## config.mk

```make
export PLATFORM = sky130hd
export DESIGN_NAME = button_event_decoder
export DESIGN_NICKNAME = d
export VERILOG_FILES = /design/src/rtl/btn_pkg.sv /design/src/rtl/btn_channel.sv /design/src/rtl/button_event_decoder.sv
export SDC_FILE = /design/constraint.sdc
export NUM_CORES = 1
export LEC_CHECK = 0
export CAP_MARGIN = 20
export CORE_ASPECT_RATIO = 1.75
export CORE_UTILIZATION = 60
export DETAILED_ROUTE_END_ITERATION = 10
export MAX_ROUTING_LAYER = met4
export PLACE_DENSITY = 0.76
export RECOVER_POWER = 25
export SYNTH_ARGS = -nofsm -noshare
export SYNTH_HDL_FRONTEND = slang
export SYNTH_SLANG_ARGS = --single-unit
```

## constraint.sdc

```tcl
create_clock -name clk -period 6.65 [get_ports clk]
set_input_delay 0.9975 -clock clk [delete_from_list [all_inputs] [get_ports clk]]
set_output_delay 0.9975 -clock clk [all_outputs]
set_load 0.005 [all_outputs]
```

## src/rtl/btn_pkg.sv

```systemverilog
// Shared types and timing constants for the push-button event decoder.
package btn_pkg;

    typedef enum logic [2:0] {
        IDLE,
        DEB_PRESS,
        HELD,
        LONG_HELD,
        DEB_RELEASE
    } btn_state_t;

    localparam int CLK_HZ    = 10_000_000;
    localparam int DEB_10MS  = CLK_HZ / 100;
    localparam int LONG_1S   = CLK_HZ;
    localparam int REP_250MS = CLK_HZ / 4;

    function automatic int cnt_width(input int n);
        return (n < 2) ? 1 : $clog2(n);
    endfunction

endpackage

```

## src/rtl/btn_channel.sv

```systemverilog
// One button: 2-FF synchroniser, debounce FSM and hold/repeat counters.
module btn_channel
    import btn_pkg::*;
#(
    parameter int DEBOUNCE_CYC = DEB_10MS,
    parameter int LONG_CYC     = LONG_1S,
    parameter int REPEAT_CYC   = REP_250MS
) (
    input  logic clk,
    input  logic rst,
    input  logic btn_n_i,
    output logic level_o,
    output logic press_o,
    output logic release_o,
    output logic long_o,
    output logic rep_o
);

    localparam int DW = cnt_width(DEBOUNCE_CYC);
    localparam int HW = cnt_width(LONG_CYC);
    localparam int RW = cnt_width(REPEAT_CYC);

    localparam logic [DW-1:0] DEB_LAST  = DW'(DEBOUNCE_CYC - 1);
    // long fires on the (LONG_CYC-1)th counted hold cycle after the press edge
    localparam logic [HW-1:0] LONG_LAST = HW'(LONG_CYC - 2);
    localparam logic [RW-1:0] REP_LAST  = RW'(REPEAT_CYC - 1);

    btn_state_t    state_q, state_d;
    logic          sync1_q, sync1_d;
    logic          sync2_q, sync2_d;
    logic [DW-1:0] dcnt_q, dcnt_d;
    logic [HW-1:0] hcnt_q, hcnt_d;
    logic [RW-1:0] rcnt_q, rcnt_d;
    logic          long_flag_q, long_flag_d;
    logic          level_q, level_d;
    logic          press_q, press_d;
    logic          release_q, release_d;
    logic          long_q, long_d;
    logic          rep_q, rep_d;
    logic          pressed;

    always_ff @(posedge clk) begin
        if (rst) begin
            state_q     <= IDLE;
            sync1_q     <= 1'b1;
            sync2_q     <= 1'b1;
            dcnt_q      <= '0;
            hcnt_q      <= '0;
            rcnt_q      <= '0;
            long_flag_q <= 1'b0;
            level_q     <= 1'b0;
            press_q     <= 1'b0;
            release_q   <= 1'b0;
            long_q      <= 1'b0;
            rep_q       <= 1'b0;
        end else begin
            state_q     <= state_d;
            sync1_q     <= sync1_d;
            sync2_q     <= sync2_d;
            dcnt_q      <= dcnt_d;
            hcnt_q      <= hcnt_d;
            rcnt_q      <= rcnt_d;
            long_flag_q <= long_flag_d;
            level_q     <= level_d;
            press_q     <= press_d;
            release_q   <= release_d;
            long_q      <= long_d;
            rep_q       <= rep_d;
        end
    end

    always_comb begin
        sync1_d     = btn_n_i;
        sync2_d     = sync1_q;
        pressed     = ~sync2_q;
        state_d     = state_q;
        dcnt_d      = dcnt_q;
        hcnt_d      = hcnt_q;
        rcnt_d      = rcnt_q;
        long_flag_d = long_flag_q;
        level_d     = level_q;
        press_d     = 1'b0;
        release_d   = 1'b0;
        long_d      = 1'b0;
        rep_d       = 1'b0;

        case (state_q)
            IDLE: begin
                if (pressed) begin
                    state_d = DEB_PRESS;
                    dcnt_d  = '0;
                end
            end
            DEB_PRESS: begin
                if (!pressed) begin
                    state_d = IDLE;
                end else if (dcnt_q == DEB_LAST) begin
                    state_d     = HELD;
                    press_d     = 1'b1;
                    level_d     = 1'b1;
                    hcnt_d      = '0;
                    long_flag_d = 1'b0;
                end else begin
                    dcnt_d = dcnt_q + 1'b1;
                end
            end
            HELD: begin
                if (!pressed) begin
                    state_d = DEB_RELEASE;
                    dcnt_d  = '0;
                end else if (hcnt_q == LONG_LAST) begin
                    state_d     = LONG_HELD;
                    long_d      = 1'b1;
                    long_flag_d = 1'b1;
                    hcnt_d      = '0;
                    rcnt_d      = '0;
                end else begin
                    hcnt_d = hcnt_q + 1'b1;
                end
            end
            LONG_HELD: begin
                if (!pressed) begin
                    state_d = DEB_RELEASE;
                    dcnt_d  = '0;
                end else if (REPEAT_CYC != 0) begin
                    if (rcnt_q == REP_LAST) begin
                        rep_d  = 1'b1;
                        rcnt_d = '0;
                    end else begin
                        rcnt_d = rcnt_q + 1'b1;
                    end
                end
            end
            DEB_RELEASE: begin
                // hcnt/rcnt stay frozen so a release bounce resumes the hold
                if (pressed) begin
                    state_d = long_flag_q ? LONG_HELD : HELD;
                end else if (dcnt_q == DEB_LAST) begin
                    state_d   = IDLE;
                    release_d = 1'b1;
                    level_d   = 1'b0;
                end else begin
                    dcnt_d = dcnt_q + 1'b1;
                end
            end
            default: state_d = IDLE;
        endcase
    end

    assign level_o   = level_q;
    assign press_o   = press_q;
    assign release_o = release_q;
    assign long_o    = long_q;
    assign rep_o     = rep_q;

endmodule

```

## src/rtl/button_event_decoder.sv

```systemverilog
// Debounced press/release/long/repeat events for NUM_BTN active-low buttons.
module button_event_decoder
    import btn_pkg::*;
#(
    parameter int NUM_BTN      = 2,
    parameter int DEBOUNCE_CYC = DEB_10MS,
    parameter int LONG_CYC     = LONG_1S,
    parameter int REPEAT_CYC   = REP_250MS
) (
    input  logic               clk,
    input  logic               rst,
    input  logic [NUM_BTN-1:0] btn_n_i,
    output logic [NUM_BTN-1:0] level_o,
    output logic [NUM_BTN-1:0] press_o,
    output logic [NUM_BTN-1:0] release_o,
    output logic [NUM_BTN-1:0] long_o,
    output logic [NUM_BTN-1:0] rep_o
);

    for (genvar i = 0; i < NUM_BTN; i++) begin : g_ch
        btn_channel #(
            .DEBOUNCE_CYC (DEBOUNCE_CYC),
            .LONG_CYC     (LONG_CYC),
            .REPEAT_CYC   (REPEAT_CYC)
        ) u_ch (
            .clk       (clk),
            .rst       (rst),
            .btn_n_i   (btn_n_i[i]),
            .level_o   (level_o[i]),
            .press_o   (press_o[i]),
            .release_o (release_o[i]),
            .long_o    (long_o[i]),
            .rep_o     (rep_o[i])
        );
    end

endmodule

```

# After elaboration in Yosys (flattened, before gate mapping)
# Index checks and enable logic that the tools add are counted.
[totals]
regBits = 148
elab_cells = 188
inputBits = 4
[classes]
n_addsub = 6
bitwise = 10
n_mux = 76
eq_ne = 40
n_reduce_logical = 32
[op_table]
columns = ["op", "count"]
rows = [
  ["$mux 24", 8],
  ["$mux 22", 8],
  ["$mux 17", 10],
  ["$pmux 17 s4", 2],
  ["$pmux 24 s2", 2],
  ["$pmux 22 s2", 2],
  ["$add 24x1->24 const B", 2],
  ["$eq 24x24->1 const B", 2],
  ["$mux 3", 16],
  ["$add 22x1->22 const B", 2],
  ["$eq 22x22->1 const B", 2],
  ["$reduce_and 5->1", 8],
  ["$add 17x1->17 const B", 2],
  ["$eq 17x17->1 const B", 2],
  ["$pmux 3 s5", 2],
  ["$ne 2x1->1 const B", 12],
  ["$reduce_or 3->1", 8],
  ["$mux 1", 22],
  ["$ne 2x2->1 const B", 8],
  ["$reduce_and 4->1", 4],
  ["$eq 3x2->1 const B", 4],
  ["$ne 3x1->1 const B", 4],
  ["$reduce_bool 2->1", 6],
  ["$not 1->1", 10],
  ["7 further kinds", 16],
]

# Longest topological paths before layout
# Gate-level depths: netlist of run 1.
[depth]
word_depth = 4
mapped_depth = 10
depth_no_buf = 8

# Cells and area by module
# Synthesis of run 1 repeated with hierarchy kept, for this count alone.
[unflattened]
cells_unflattened = 972
hier_area_um2 = 8017.7
[by_module_without_submodules]
columns = ["mod", "seq_area_each_um2", "n_inst", "area_per_inst_um2", "cells_per_inst"]
rows = [
  ["btn_channel", 1481.4, 2, 4008.8, 486],
]

# Worst setup path after synthesis of run 1
# Ideal clock, no wire load.
[synth_path]
kind = "flip-flop to flip-flop"
start = "register g_ch[1].u_ch.dcnt_q[0]"
end = "register g_ch[1].u_ch.hcnt_q[12]"
period_less_slack_ns = 2.194
path_stages_with_launch = 10
path_buffers = 2
path_slack_ns = 4.456
t_arrival_ns = 2.077
cell_sequence = "dfxtp_1 ha_1 and4_1 buf_2 nand4_1 o21a_1 buf_2 nor4_1 o32ai_1 o2bb2ai_1"
[synth_via]
elab_chain_cells = 3
[synth_lines]
columns = ["item", "line", "rtl"]
rows = [
  ["start, declared", "btn_channel.sv:31", "logic [DW-1:0] dcnt_q, dcnt_d;"],
  ["start signal, assigned", "btn_channel.sv:60", "dcnt_q <= dcnt_d;"],
  ["$eq 17x17->1", "btn_channel.sv:97", "end else if (dcnt_q == DEB_LAST) begin"],
  ["$ne 2x1->1 (no source line)", "-", ""],
  ["$reduce_and 4->1 (no source line)", "-", ""],
  ["end signal, assigned", "btn_channel.sv:61", "hcnt_q <= hcnt_d;"],
  ["end, declared", "btn_channel.sv:32", "logic [HW-1:0] hcnt_q, hcnt_d;"],
]
# No other way between the ends.
# A chain may end at the register's enable or synchronous reset.

==> results of run 1 <==
[synth_stat cells (8+ instances only)]
master / instances
sky130_fd_sc_hd__a21o_1: 9
sky130_fd_sc_hd__a21oi_1: 52
sky130_fd_sc_hd__and2_1: 9
sky130_fd_sc_hd__and3_1: 18
sky130_fd_sc_hd__and4_1: 11
sky130_fd_sc_hd__buf_2: 8
sky130_fd_sc_hd__buf_4: 10
sky130_fd_sc_hd__clkbuf_1: 33
sky130_fd_sc_hd__dfxtp_1: 148
sky130_fd_sc_hd__ha_1: 8
sky130_fd_sc_hd__inv_1: 15
sky130_fd_sc_hd__nand2_1: 65
sky130_fd_sc_hd__nand2b_1: 11
sky130_fd_sc_hd__nand3_1: 58
sky130_fd_sc_hd__nand4_1: 38
sky130_fd_sc_hd__nor2_1: 137
sky130_fd_sc_hd__nor2b_1: 8
sky130_fd_sc_hd__nor3_1: 34
sky130_fd_sc_hd__nor4_1: 29
sky130_fd_sc_hd__nor4b_1: 13
sky130_fd_sc_hd__o21ai_0: 25
sky130_fd_sc_hd__or2_2: 10
sky130_fd_sc_hd__or3_1: 17
sky130_fd_sc_hd__or4_1: 12
sky130_fd_sc_hd__xnor2_1: 61
sky130_fd_sc_hd__xor2_1: 31
[critical path: cells and delay by family]
kind	cells	cell delay (ns)
buf+inv	2	1.79
simple gates	1	0.71
compound gates	2	0.30
[area by class of cell]
class	count	area [µm²]	area share [%]
Multi-Input combinational cell	744	4510	52.9
Sequential cell	148	2960	34.8
Inverter	15	56.3	0.661
Tap cell	168	210	2.47
Timing Repair Buffer	17	153	1.79
Clock inverter	13	180	2.11
Clock buffer	19	453	5.31
[layer usage]
| metal | part of all wire, % | GRT usage, % |
|---|---|---|
| met1 | 40 | 29.5 |
| met4 | 3.8 | 16.6 |
| met2 | 53 | 49.6 |
| met3 | 3.2 | 4.59 |
| met5 | 0 | - |
[per-stage QoR]
step	cell area, µm²	hold WS (ns)	worst slack, ns
final	8520	0.418	3.15
after global routing	8520	0.435	2.97
after CTS	8530	0.413	3.68
after detailed placement	7900	0.399	3.24
after global placement	7900	0.392	3.27
after floorplan	7800	0.389	4.46
[state kept, by name (all words and copies together) (netlist names)]
| signal | cells |
|---|---|
| g_ch.u_ch.press_o | 2 |
| g_ch.u_ch.hcnt_q | 48 |
| g_ch.u_ch.state_q | 6 |
| g_ch.u_ch.long_flag_q | 2 |
| g_ch.u_ch.sync1_q | 2 |
| g_ch.u_ch.sync2_q | 2 |
| g_ch.u_ch.rep_o | 2 |
| g_ch.u_ch.release_o | 2 |
| g_ch.u_ch.long_o | 2 |
| g_ch.u_ch.dcnt_q | 34 |
| g_ch.u_ch.rcnt_q | 44 |
| g_ch.u_ch.level_o | 2 |
[cells by family (layout without fill, tap and decap cells)]
group,count (synthesis),count (layout),synth area share (%)
adder cells (fa/ha/maj),8,8,1.28
multiplexers,1,1,0.144
flip-flops,148,148,38.0
AO/OA/AOI/OAI,142,142,11.7
buffers and inverters,71,64,4.12
XOR/XNOR,92,92,10.3
AND/OR/NAND/NOR,501,501,34.4
[path summary, 6_finish.rpt]
kind	start	to	slack, ns	cells after the start
setup reg to reg	g_ch[1].u_ch.hcnt_q[0]	g_ch[1].u_ch.rcnt_q[4]	3.53	9
hold reg to reg	g_ch[1].u_ch.sync1_q	g_ch[1].u_ch.sync2_q	0.42	1
setup / recovery	rst	g_ch[0].u_ch.rcnt_q[11]	3.15	5
hold / removal	g_ch[1].u_ch.sync1_q	g_ch[1].u_ch.sync2_q	0.42	1
[report_power, final]
part           leakage, nW  internal [mW]  total [mW]  switching [mW]
Combinational         1.26         0.0101      0.0363          0.0262
Clock                0.305          0.646        1.01           0.367
Sequential            1.19          0.889       0.892         0.00345
==> impl_metrics.prom, run 1 <==
# TYPE chip_impl_metric gauge
chip_impl_metric{name="floorplan.die_area",unit="µm²"} 13500
chip_impl_metric{name="clk_pin_slew_worst_paths",unit="ns"} 0.06
chip_impl_info{name="synth_top_cell_by_area",value="sky130_fd_sc_hd__dfxtp_1"} 1
chip_impl_metric{name="finalCritPeriodShare",unit="%"} 52.6
chip_impl_metric{name="detail_route.vias_per_cell",unit=""} 6.24
chip_impl_metric{name="route.vias.total",unit=""} 7012
chip_impl_metric{name="power_density",unit="nW/µm²"} 228
chip_impl_metric{name="postSynth.asyncResetShare",unit="%"} 0
chip_impl_metric{name="post-layout-total-power",unit="mW"} 1.94
chip_impl_metric{name="final_antenna_net_count",unit=""} 0
chip_impl_metric{name="clockBufferDepth",unit=""} 2
chip_impl_metric{name="max_cap_violations",unit=""} 0
chip_impl_metric{name="clock_tree.htree_level_count",unit=""} 4
chip_impl_info{name="timing_worst_setup_path_type",value="in2reg"} 1
chip_impl_metric{name="antenna_found_initial",unit=""} 0
chip_impl_metric{name="post-route-util",unit="%"} 67.8
chip_impl_metric{name="final-instance-count-excl-fill",unit=""} 1124
chip_impl_metric{name="layout_min_cycle_time",unit="ns"} 3.50
chip_impl_metric{name="netlist_area",unit="µm²"} 7800
chip_impl_info{name="layout.cells.most_common",value="sky130_fd_sc_hd__dfxtp_1"} 1
chip_impl_info{name="end_kind",value="flip-flop"} 1
chip_impl_metric{name="cts-hold-fix-buffers",unit=""} 0
chip_impl_info{name="synth_area_leaders",value="sky130_fd_sc_hd__dfxtp_1 38%, sky130_fd_sc_hd__xnor2_1 6.8%, sky130_fd_sc_hd__nor2_1 6.6%"} 1
chip_impl_metric{name="drt_iter0_drc",unit=""} 500
chip_impl_metric{name="transition_at_the_pin_with_the_smallest_max_transition_slack",unit="ns"} 1.04
chip_impl_metric{name="placed_cells",unit=""} 1091
chip_impl_metric{name="netlist_instances",unit=""} 963
chip_impl_metric{name="detail_route.wirelength",unit="mm"} 17.9
chip_impl_metric{name="cts.sink_count",unit=""} 148
chip_impl_metric{name="post_cts_setup_bufs",unit=""} 0
chip_impl_metric{name="floorplan.die.width",unit="µm"} 88.2
chip_impl_metric{name="coreArea",unit="µm²"} 12600
chip_impl_info{name="final_cell_mix",value="148 x sky130_fd_sc_hd__dfxtp_1, 137 x sky130_fd_sc_hd__nor2_1, 65 x sky130_fd_sc_hd__nand2_1, 61 x sky130_fd_sc_hd__xnor2_1, 58 x sky130_fd_sc_hd__nand3_1"} 1
chip_impl_metric{name="grt_pass1_vias",unit=""} 6828
chip_impl_metric{name="worst_path_largest_cell_delay",unit="ns"} 1.08
chip_impl_metric{name="synth-edff-count",unit=""} 0
chip_impl_metric{name="firstDrtPassIters",unit=""} 5
chip_impl_metric{name="floorplan.initialDensity",unit="%"} 62.1
chip_impl_metric{name="drt-wirelength-per-cell",unit="µm"} 15.9
chip_impl_metric{name="yosys_warnings",unit=""} 0
chip_impl_metric{name="port_buffers",unit=""} 13
chip_impl_metric{name="synth.top_cell.area_share",unit="%"} 38.0
chip_impl_metric{name="critPathArrivalTime",unit="ns"} 3.80
chip_impl_info{name="synthFlopType",value="sky130_fd_sc_hd__dfxtp_1"} 1
chip_impl_metric{name="gr_ovfl_total",unit=""} 0
chip_impl_metric{name="maxClockFrequency",unit="MHz"} 286
chip_impl_metric{name="final-setup-viol-count",unit=""} 0
chip_impl_info{name="cts_tree",value="yes"} 1
chip_impl_metric{name="tritoncts.num_buffers",unit=""} 17
chip_impl_metric{name="pin_count_of_the_biggest_net_entering_global_routing",unit=""} 26
chip_impl_metric{name="timing_max_transition_violations_final",unit=""} 0
chip_impl_metric{name="syn2layout_area_growth",unit="%"} 9.29
chip_impl_metric{name="timing.setup.tns",unit="ns"} 0
chip_impl_metric{name="power.leakage",unit="nW"} 2.76
chip_impl_metric{name="syn_nets",unit=""} 975
chip_impl_metric{name="timing.max_slew.rel_slack",unit="%"} 30.5
chip_impl_info{name="cp_slowest_cell",value="sky130_fd_sc_hd__dlygate4sd3_1"} 1
chip_impl_info{name="rsz0062_at_grt",value="false"} 1
chip_impl_metric{name="worstPathRequired",unit="ns"} 6.96
chip_impl_metric{name="io_pins",unit=""} 14
chip_impl_metric{name="remaining_drc_errors",unit=""} 0
chip_impl_metric{name="ys_seq_area_share",unit="%"} 38.0
chip_impl_metric{name="wire_length_of_the_first_global_routing_pass",unit="mm"} 30.1
chip_impl_metric{name="num-fill-cells",unit=""} 1054
chip_impl_metric{name="synth_seq_cells",unit=""} 148
chip_impl_metric{name="fp.dieH",unit="µm"} 153
chip_impl_info{name="clock_tree.root_cell",value="sky130_fd_sc_hd__clkbuf_16"} 1
chip_impl_info{name="setup.worst_path.start_class",value="input port"} 1
chip_impl_metric{name="rows",unit=""} 54
chip_impl_metric{name="antennaDiodeCount",unit=""} 0
chip_impl_metric{name="drive_gt1_share",unit="%"} 6.49
chip_impl_info{name="run_status",value="complete, no violations"} 1
chip_impl_metric{name="critPathMaxFanout",unit=""} 25
chip_impl_metric{name="hold_viol",unit=""} 0
chip_impl_metric{name="num-nets-final",unit=""} 955
chip_impl_metric{name="netlist-cell-type-count",unit=""} 68
chip_impl_metric{name="cts.repair.resized",unit=""} 0
chip_impl_metric{name="post_synth.cell_area_avg",unit="µm²"} 8.10
chip_impl_metric{name="worst_skew_pair.late_latency",unit="ns"} 0.42
chip_impl_metric{name="vdd_ir_drop_max",unit="µV"} 176
chip_impl_info{name="type_of_the_most_critical_hold_path",value="reg2reg"} 1
chip_impl_metric{name="dpl.hpwl",unit="mm"} 12.6
chip_impl_metric{name="clock_skew",unit="ns"} 0.00762
chip_impl_metric{name="total_track_usage",unit="%"} 28.6
chip_impl_metric{name="gp_congestion",unit=""} 0.929
chip_impl_info{name="crit_chain",value="dlygate4sd3_1, clkbuf_1, or3_1, a21oi_1, a21o_1"} 1
(Power assumes the default switching activity.)
==> inputs of run 2 (changes only) <==
CORE_UTILIZATION = 57   (was 60)
clock period = 3.1 ns   (was 6.65 ns; I/O delays follow)
==> impl_metrics.prom, run 2 (synthesized netlist as in run 1, its figures left out) <==
# TYPE chip_impl_metric gauge
chip_impl_metric{name="gp_congestion",unit=""} 0.893
chip_impl_metric{name="fp.dieH",unit="µm"} 157
chip_impl_metric{name="layout_min_cycle_time",unit="ns"} 2.65
chip_impl_metric{name="critPathMaxFanout",unit=""} 8
chip_impl_metric{name="placed_cells",unit=""} 1114
chip_impl_metric{name="drive_gt1_share",unit="%"} 7.52
chip_impl_metric{name="wire_length_of_the_first_global_routing_pass",unit="mm"} 30.8
chip_impl_metric{name="coreArea",unit="µm²"} 13400
chip_impl_metric{name="timing_max_transition_violations_final",unit=""} 0
chip_impl_info{name="largest_register",value="g_ch.u_ch.hcnt_q"} 1
chip_impl_metric{name="maxClockFrequency",unit="MHz"} 377
chip_impl_info{name="final_cell_mix",value="148 x sky130_fd_sc_hd__dfxtp_1, 137 x sky130_fd_sc_hd__nor2_1, 65 x sky130_fd_sc_hd__nand2_1, 61 x sky130_fd_sc_hd__xnor2_1, 58 x sky130_fd_sc_hd__nand3_1"} 1
chip_impl_info{name="clock_tree.root_cell",value="sky130_fd_sc_hd__clkbuf_16"} 1
chip_impl_metric{name="antenna_found_initial",unit=""} 0
chip_impl_metric{name="gr_ovfl_total",unit=""} 0
chip_impl_info{name="type_of_the_most_critical_hold_path",value="reg2reg"} 1
chip_impl_metric{name="post-layout-total-power",unit="mW"} 4.02
chip_impl_metric{name="p_int",unit="mW"} 3.18
chip_impl_metric{name="port_buffers",unit=""} 13
chip_impl_metric{name="detail_route.vias_per_cell",unit=""} 6.05
chip_impl_info{name="end_kind",value="flip-flop"} 1
chip_impl_metric{name="floorplan.die_area",unit="µm²"} 14200
chip_impl_metric{name="final-setup-viol-count",unit=""} 0
chip_impl_metric{name="power_density",unit="nW/µm²"} 467
chip_impl_metric{name="tritoncts.num_buffers",unit=""} 17
chip_impl_metric{name="cts.repair.resized",unit=""} 0
chip_impl_metric{name="cts-hold-fix-buffers",unit=""} 0
chip_impl_metric{name="flip_flop_count_of_the_largest_register_all_copies_and_words_added",unit=""} 48
chip_impl_metric{name="transition_at_the_pin_with_the_smallest_max_transition_slack",unit="ns"} 0.873
chip_impl_metric{name="floorplan.die.width",unit="µm"} 90.4
chip_impl_metric{name="setup_ws",unit="ns"} 0.451
chip_impl_metric{name="rows",unit=""} 56
chip_impl_metric{name="route.vias.total",unit=""} 6928
chip_impl_metric{name="firstDrtPassIters",unit=""} 5
chip_impl_info{name="reg.largest.list",value="g_ch.u_ch.hcnt_q (48), g_ch.u_ch.rcnt_q (44), g_ch.u_ch.dcnt_q (34)"} 1
chip_impl_metric{name="dpl.hpwl",unit="mm"} 12.8
chip_impl_metric{name="detail_route.wirelength",unit="mm"} 18.1
chip_impl_metric{name="post_cts_setup_bufs",unit=""} 0
chip_impl_info{name="setup.worst_path.start_class",value="flip-flop"} 1
chip_impl_metric{name="clock_skew",unit="ns"} 0.00729
chip_impl_metric{name="power.net_switching",unit="mW"} 0.842
chip_impl_metric{name="pin_count_of_the_biggest_net_entering_global_routing",unit=""} 45
chip_impl_metric{name="clockBufferDepth",unit=""} 2
chip_impl_info{name="dr.max_layer_used",value="met4"} 1
chip_impl_metric{name="antennaDiodeCount",unit=""} 0
chip_impl_metric{name="num-fill-cells",unit=""} 1182
chip_impl_info{name="crit_chain",value="ha_1, nor4bb_1, nand3_1, o21ai_1, nand2_1, or4_1, a21oi_1"} 1
chip_impl_metric{name="met1_length",unit="mm"} 7.05
chip_impl_metric{name="max_cap_violations",unit=""} 0
chip_impl_metric{name="final_antenna_net_count",unit=""} 0
chip_impl_metric{name="worst_skew_pair.late_latency",unit="ns"} 0.42
chip_impl_metric{name="grt_pass1_vias",unit=""} 6905
chip_impl_metric{name="vdd_ir_drop_max",unit="µV"} 340
chip_impl_metric{name="power_frac_clock",unit="%"} 50.2
chip_impl_metric{name="switching_share",unit="%"} 21.0
chip_impl_metric{name="syn2layout_area_growth",unit="%"} 10.4
chip_impl_metric{name="remaining_drc_errors",unit=""} 0
chip_impl_info{name="rsz0062_at_grt",value="false"} 1
chip_impl_metric{name="met3_wirelength",unit="µm"} 574
chip_impl_metric{name="drt-wirelength-per-cell",unit="µm"} 15.8
chip_impl_metric{name="final-instance-count-excl-fill",unit=""} 1145
chip_impl_metric{name="share_comb_of_total_power",unit="%"} 2.2
chip_impl_info{name="cp_slowest_cell",value="sky130_fd_sc_hd__or4_1"} 1
chip_impl_info{name="timing_worst_setup_path_type",value="reg2reg"} 1
chip_impl_metric{name="hold_viol",unit=""} 0
chip_impl_metric{name="power.leakage",unit="nW"} 2.81
chip_impl_metric{name="clk_pin_slew_worst_paths",unit="ns"} 0.06
chip_impl_metric{name="floorplan.initialDensity",unit="%"} 58.3
chip_impl_metric{name="critPathArrivalTime",unit="ns"} 3.00
chip_impl_metric{name="num-nets-final",unit=""} 971
chip_impl_metric{name="pre_cts_ws",unit="ns"} 0.558
chip_impl_metric{name="seqPwrFrac",unit="%"} 47.6
chip_impl_metric{name="cts.sink_count",unit=""} 148
chip_impl_metric{name="timing.setup.tns",unit="ns"} 0
chip_impl_metric{name="timing.max_slew.rel_slack",unit="%"} 41.2
chip_impl_metric{name="finalCritPeriodShare",unit="%"} 85.5
chip_impl_metric{name="worstPathRequired",unit="ns"} 3.45
chip_impl_metric{name="worst_path_largest_cell_delay",unit="ns"} 0.56
chip_impl_info{name="layout.cells.most_common",value="sky130_fd_sc_hd__dfxtp_1"} 1
chip_impl_metric{name="clock_tree.htree_level_count",unit=""} 4
chip_impl_metric{name="post-route-util",unit="%"} 64.4
chip_impl_info{name="cts_tree",value="yes"} 1
chip_impl_info{name="run_status",value="complete, no violations"} 1
chip_impl_metric{name="route.met2.wl",unit="mm"} 9.75
chip_impl_metric{name="total_track_usage",unit="%"} 27.5
chip_impl_metric{name="io_pins",unit=""} 14
chip_impl_metric{name="drt_iter0_drc",unit=""} 321
run 2: changes by cell type in the layout (fill, tap and decap cells not counted), moves of 2 or more:
cell,delta
sky130_fd_sc_hd__buf_4,+16
sky130_fd_sc_hd__bufinv_16,-2
sky130_fd_sc_hd__clkbuf_1,+2
sky130_fd_sc_hd__clkinv_2,-2
run 2: worst max-delay path: cells and delay by family, from the launching register on:
kind	cells	cell delay, ns
DFF	1	0.41
adders and majority gates	1	0.20
and+or+nand+nor	4	1.29
AOI/OAI and AO/OA	2	0.68
run 2: final timing paths:
kind | from | end | slack, ns | depth (start not counted)
min reg2reg | g_ch[1].u_ch.sync1_q | g_ch[1].u_ch.sync2_q | 0.41 | 1
max | g_ch[1].u_ch.hcnt_q[1] | g_ch[1].u_ch.rcnt_q[4] | 0.45 | 7
max reg2reg | g_ch[1].u_ch.hcnt_q[1] | g_ch[1].u_ch.rcnt_q[4] | 0.45 | 7
min | g_ch[1].u_ch.sync1_q | g_ch[1].u_ch.sync2_q | 0.41 | 1
run 2: cell type report:
type                            count  area [µm²]  area share (%)
Multi-Input combinational cell    744        4510            52.3
Sequential cell                   148        2960            34.4
Clock buffer                       23         478            5.55
Timing Repair Buffer               33         289            3.36
Tap cell                          174         218            2.53
Clock inverter                      8         101            1.18
Inverter                           15        56.3           0.654
run 2: through the flow:
stage	cell area [µm²]	hold slack, ns
after detailed placement	8050	0.392
after global routing	8610	0.448
final	8610	0.406
after floorplan	7800	0.389
after global placement	8050	0.393
after CTS	8620	0.407
run 2: metal layers:
metal / vias up / GRT usage [%]
met2: 175 / 50.6
met1: 3235 / 27.0
li1: 3455 / -
met3: 63 / 4.86
met4: 0 / 15.4
met5: - / -
run 2: power groups by stage:
stage	Combinational [mW]	Clock, mW	Sequential [mW]
floorplan	0.0648	0	1.95
global placement	0.0882	0	1.95
detailed placement	0.0883	0	1.95
CTS	0.0885	2.05	1.91
global route	0.0959	2.14	1.91
finish	0.0880	2.02	1.91
==> patch, RTL diff (flow settings as in run 1) <==
Re-encode `btn_state_t` (5 states) as one-hot, 5 bits wide.
--- a/src/rtl/btn_pkg.sv
+++ b/src/rtl/btn_pkg.sv
@@ -1,12 +1,12 @@
 // Shared types and timing constants for the push-button event decoder.
 package btn_pkg;
 
-    typedef enum logic [2:0] {
-        IDLE,
-        DEB_PRESS,
-        HELD,
-        LONG_HELD,
-        DEB_RELEASE
+    typedef enum logic [4:0] {
+        IDLE        = 5'b00001,
+        DEB_PRESS   = 5'b00010,
+        HELD        = 5'b00100,
+        LONG_HELD   = 5'b01000,
+        DEB_RELEASE = 5'b10000
     } btn_state_t;
 
     localparam int CLK_HZ    = 10_000_000;
Check against the original RTL: no difference found for any inputs over 10 cycles, from zero or initial values and one cycle with rst high; not proved beyond that.
==> patch against run 1 <==
  * Final cell count is 3.0% higher
  * Via count is 3.0% higher
  * Synthesized area is 4.3% higher
  * Sequential cell count is 4 higher
  * Cell area is 3.7% higher
  * Worst setup slack worse by 0.46 ns
  * Wire length is 2.7% higher
  * Count of clock-buffer cells in the layout is 1 lower
Power is not compared: it rests on default switching activity, and its combinational part moved more than twofold at a synthesized area within 25%.
==> patch: results (changes against run 1) <==
Logic synthesis
The commonest register cell after synthesis is sky130_fd_sc_hd__dfxtp_1 (unchanged). Top cells by area, synth: sky130_fd_sc_hd__dfxtp_1 37%, sky130_fd_sc_hd__nor2_1 6.0%, sky130_fd_sc_hd__xor2_1 5.0% (was sky130_fd_sc_hd__dfxtp_1 38%, sky130_fd_sc_hd__xnor2_1 6.8%, sky130_fd_sc_hd__nor2_1 6.6%). The number of unique standard cell types used by synthesis came to 73 (was 68). The warning count from the yosys run is 0 (unchanged). The async set-reset flop share out of synthesis came to 0% (unchanged). Most numerous cell types in the synthesized netlist: 152 x sky130_fd_sc_hd__dfxtp_1, 129 x sky130_fd_sc_hd__nor2_1, 66 x sky130_fd_sc_hd__nand2_1 (was 148 x sky130_fd_sc_hd__dfxtp_1, 137 x sky130_fd_sc_hd__nor2_1, 65 x sky130_fd_sc_hd__nand2_1).

The post-synthesis sequential area ratio is 37.4% (was 38.0%). The net count after synthesis was 1010 (was 975).

Routing
The detailed-route vias per instance is 6.24 (about the same). The first-iteration detailed-routing DRC count is 377 (was 500). The wire length per cell came to 15.9 um (about the same). The iteration count of the initial detailed-routing pass was 5 (unchanged).

Global route
The global-route wire length before repair is 31.2 mm (was 30.1 mm). The maximum number of pins on one net before global-route repair came to 35 (was 26). The number of antenna violations at the first check in global routing was 0 (unchanged).

The via count of the first global-routing pass came to 6953 (was 6828). The global-route congestion overflow total was 0 (unchanged). The all-layer global routing usage came to 27.6% (was 28.6%).

Place
The total of buffers placed on input and output ports was 13 (unchanged). The final RePlAce weighted congestion came to 0.904 (was 0.929). The half-perimeter wire length after detailed placement is 12.9 mm (was 12.6 mm).

Setup path
The gate family responsible for the most delay along the worst path is buffers and inverters (unchanged). The highest net fanout along the worst path came to 29 (was 25). The slowest stage cell on the critical path is sky130_fd_sc_hd__clkbuf_1 (was sky130_fd_sc_hd__dlygate4sd3_1). The maximum cell stage delay along the critical path is 1.03 ns (was 1.08 ns).

Clock tree
The clock root buffer master is sky130_fd_sc_hd__clkbuf_16 (unchanged). The number of H-tree levels is 4 (unchanged). The clock latency of the later-clocked register in the worst-skew pair is 0.42 ns (about the same). The TritonCTS buffer count is 17 (unchanged). The number of buffers on the longest clock path is 2 (unchanged). The number of gates given a new drive strength after cts was 0 (unchanged). The number of setup buffers added after CTS is 0 (unchanged). Clock-pin slew was measured on the worst setup and hold paths at 0.07 ns.

Power and ir drop
The leakage power summed over all cells is 2.84 nW. IR analysis of the VDD net gives a maximum drop of 190 uV.

Finish
The antenna diode instance count is 0 (unchanged). The total number of nets in the final design is 986 (was 955). The ratio of cells with drive above 1 in the final layout is 6.89% (was 6.49%). Biggest regs: g_ch.u_ch.hcnt_q (48), g_ch.u_ch.rcnt_q (44), g_ch.u_ch.dcnt_q (34) (unchanged).

Hold path
The type of the worst min-delay path is reg -> reg (unchanged).

Outcome
Outcome: complete, no violations (unchanged).

Timing
The worst slew slack as a fraction of its limit is 4.83% (was 30.5%). The worst setup skew after layout is 0.0100 ns (was 0.00762 ns).
-- patch: cell count changes after synthesis, sizes merged, moves of 9 or more --
| cell | before | now |
|---|---|---|
| o211ai | 4 | 15 |
| buf | 23 | 32 |
| o21ai | 27 | 55 |
| nand2b | 11 | 2 |
| xnor2 | 61 | 36 |
| xor2 | 31 | 46 |
-- patch: metal layers --
metal	track usage (%)	wire length (um)	share of wire (%)	up-vias
met5	-	0	0	-
met1	27.0	7090	39	3417
met3	4.09	618	3.4	60
li1	-	-	-	3571
met2	52.3	10000	54	176
met4	14.2	658	3.6	0
-- patch: path summary, 6_finish.rpt --
check / from / to / slack [ns] / cells past startpoint
hold / removal: g_ch[0].u_ch.sync1_q$_SDFF_PP1_ / g_ch[0].u_ch.sync2_q$_SDFF_PP1_ / 0.41 / 1
setup reg to reg: g_ch[1].u_ch.state_q[3]$_SDFFE_PP0P_ / g_ch[1].u_ch.rcnt_q[13]$_SDFFE_PP0P_ / 3.62 / 6
hold reg to reg: g_ch[0].u_ch.sync1_q$_SDFF_PP1_ / g_ch[0].u_ch.sync2_q$_SDFF_PP1_ / 0.41 / 1
setup / recovery: rst / g_ch[1].u_ch.rcnt_q[13]$_SDFFE_PP0P_ / 2.70 / 6
-- patch: cell type report --
type / count / area, sq um
Clock inverter: 14 / 198
Multi-Input combinational cell: 761 / 4700
Tap cell: 171 / 214
Inverter: 22 / 82.6
Clock buffer: 18 / 439
Timing Repair Buffer: 20 / 171
Fill cell: 1139 / 4230
Sequential cell: 152 / 3040
-- patch: cell families (layout without fill, tap and decap cells) --
| kind of cell | Yosys count | in the layout | share of synthesized area (%) |
|---|---|---|---|
| xor+xnor | 82 | 82 | 8.83 |
| flops | 152 | 152 | 37.4 |
| compound gates | 181 | 181 | 14.3 |
| buf+inv | 85 | 74 | 4.85 |
| fa+ha+maj | 8 | 8 | 1.23 |
| mux | 4 | 4 | 0.492 |
| simple gates | 486 | 486 | 32.9 |
-- patch: metrics by stage --
stage	hold slack (ns)	cells	worst slack (ns)	utilization (%)	instance area (sq um)
floorplan	0.389	998	4.52	-	8130
global placement	0.392	1125	3.61	62.8	8210
detailed placement	0.399	1125	3.59	62.8	8210
CTS	0.414	1157	3.73	67.7	8850
global route	0.414	1158	2.47	67.6	8840
finish	0.410	1158	2.70	67.6	8840
-- patch: where the power goes --
group	internal [mW]	switching, mW	total [mW]	leakage [nW]
combinational	0.0387	0.0901	0.129	1.32
clock	0.641	0.395	1.04	0.300
sequential	0.919	0.0186	0.938	1.23
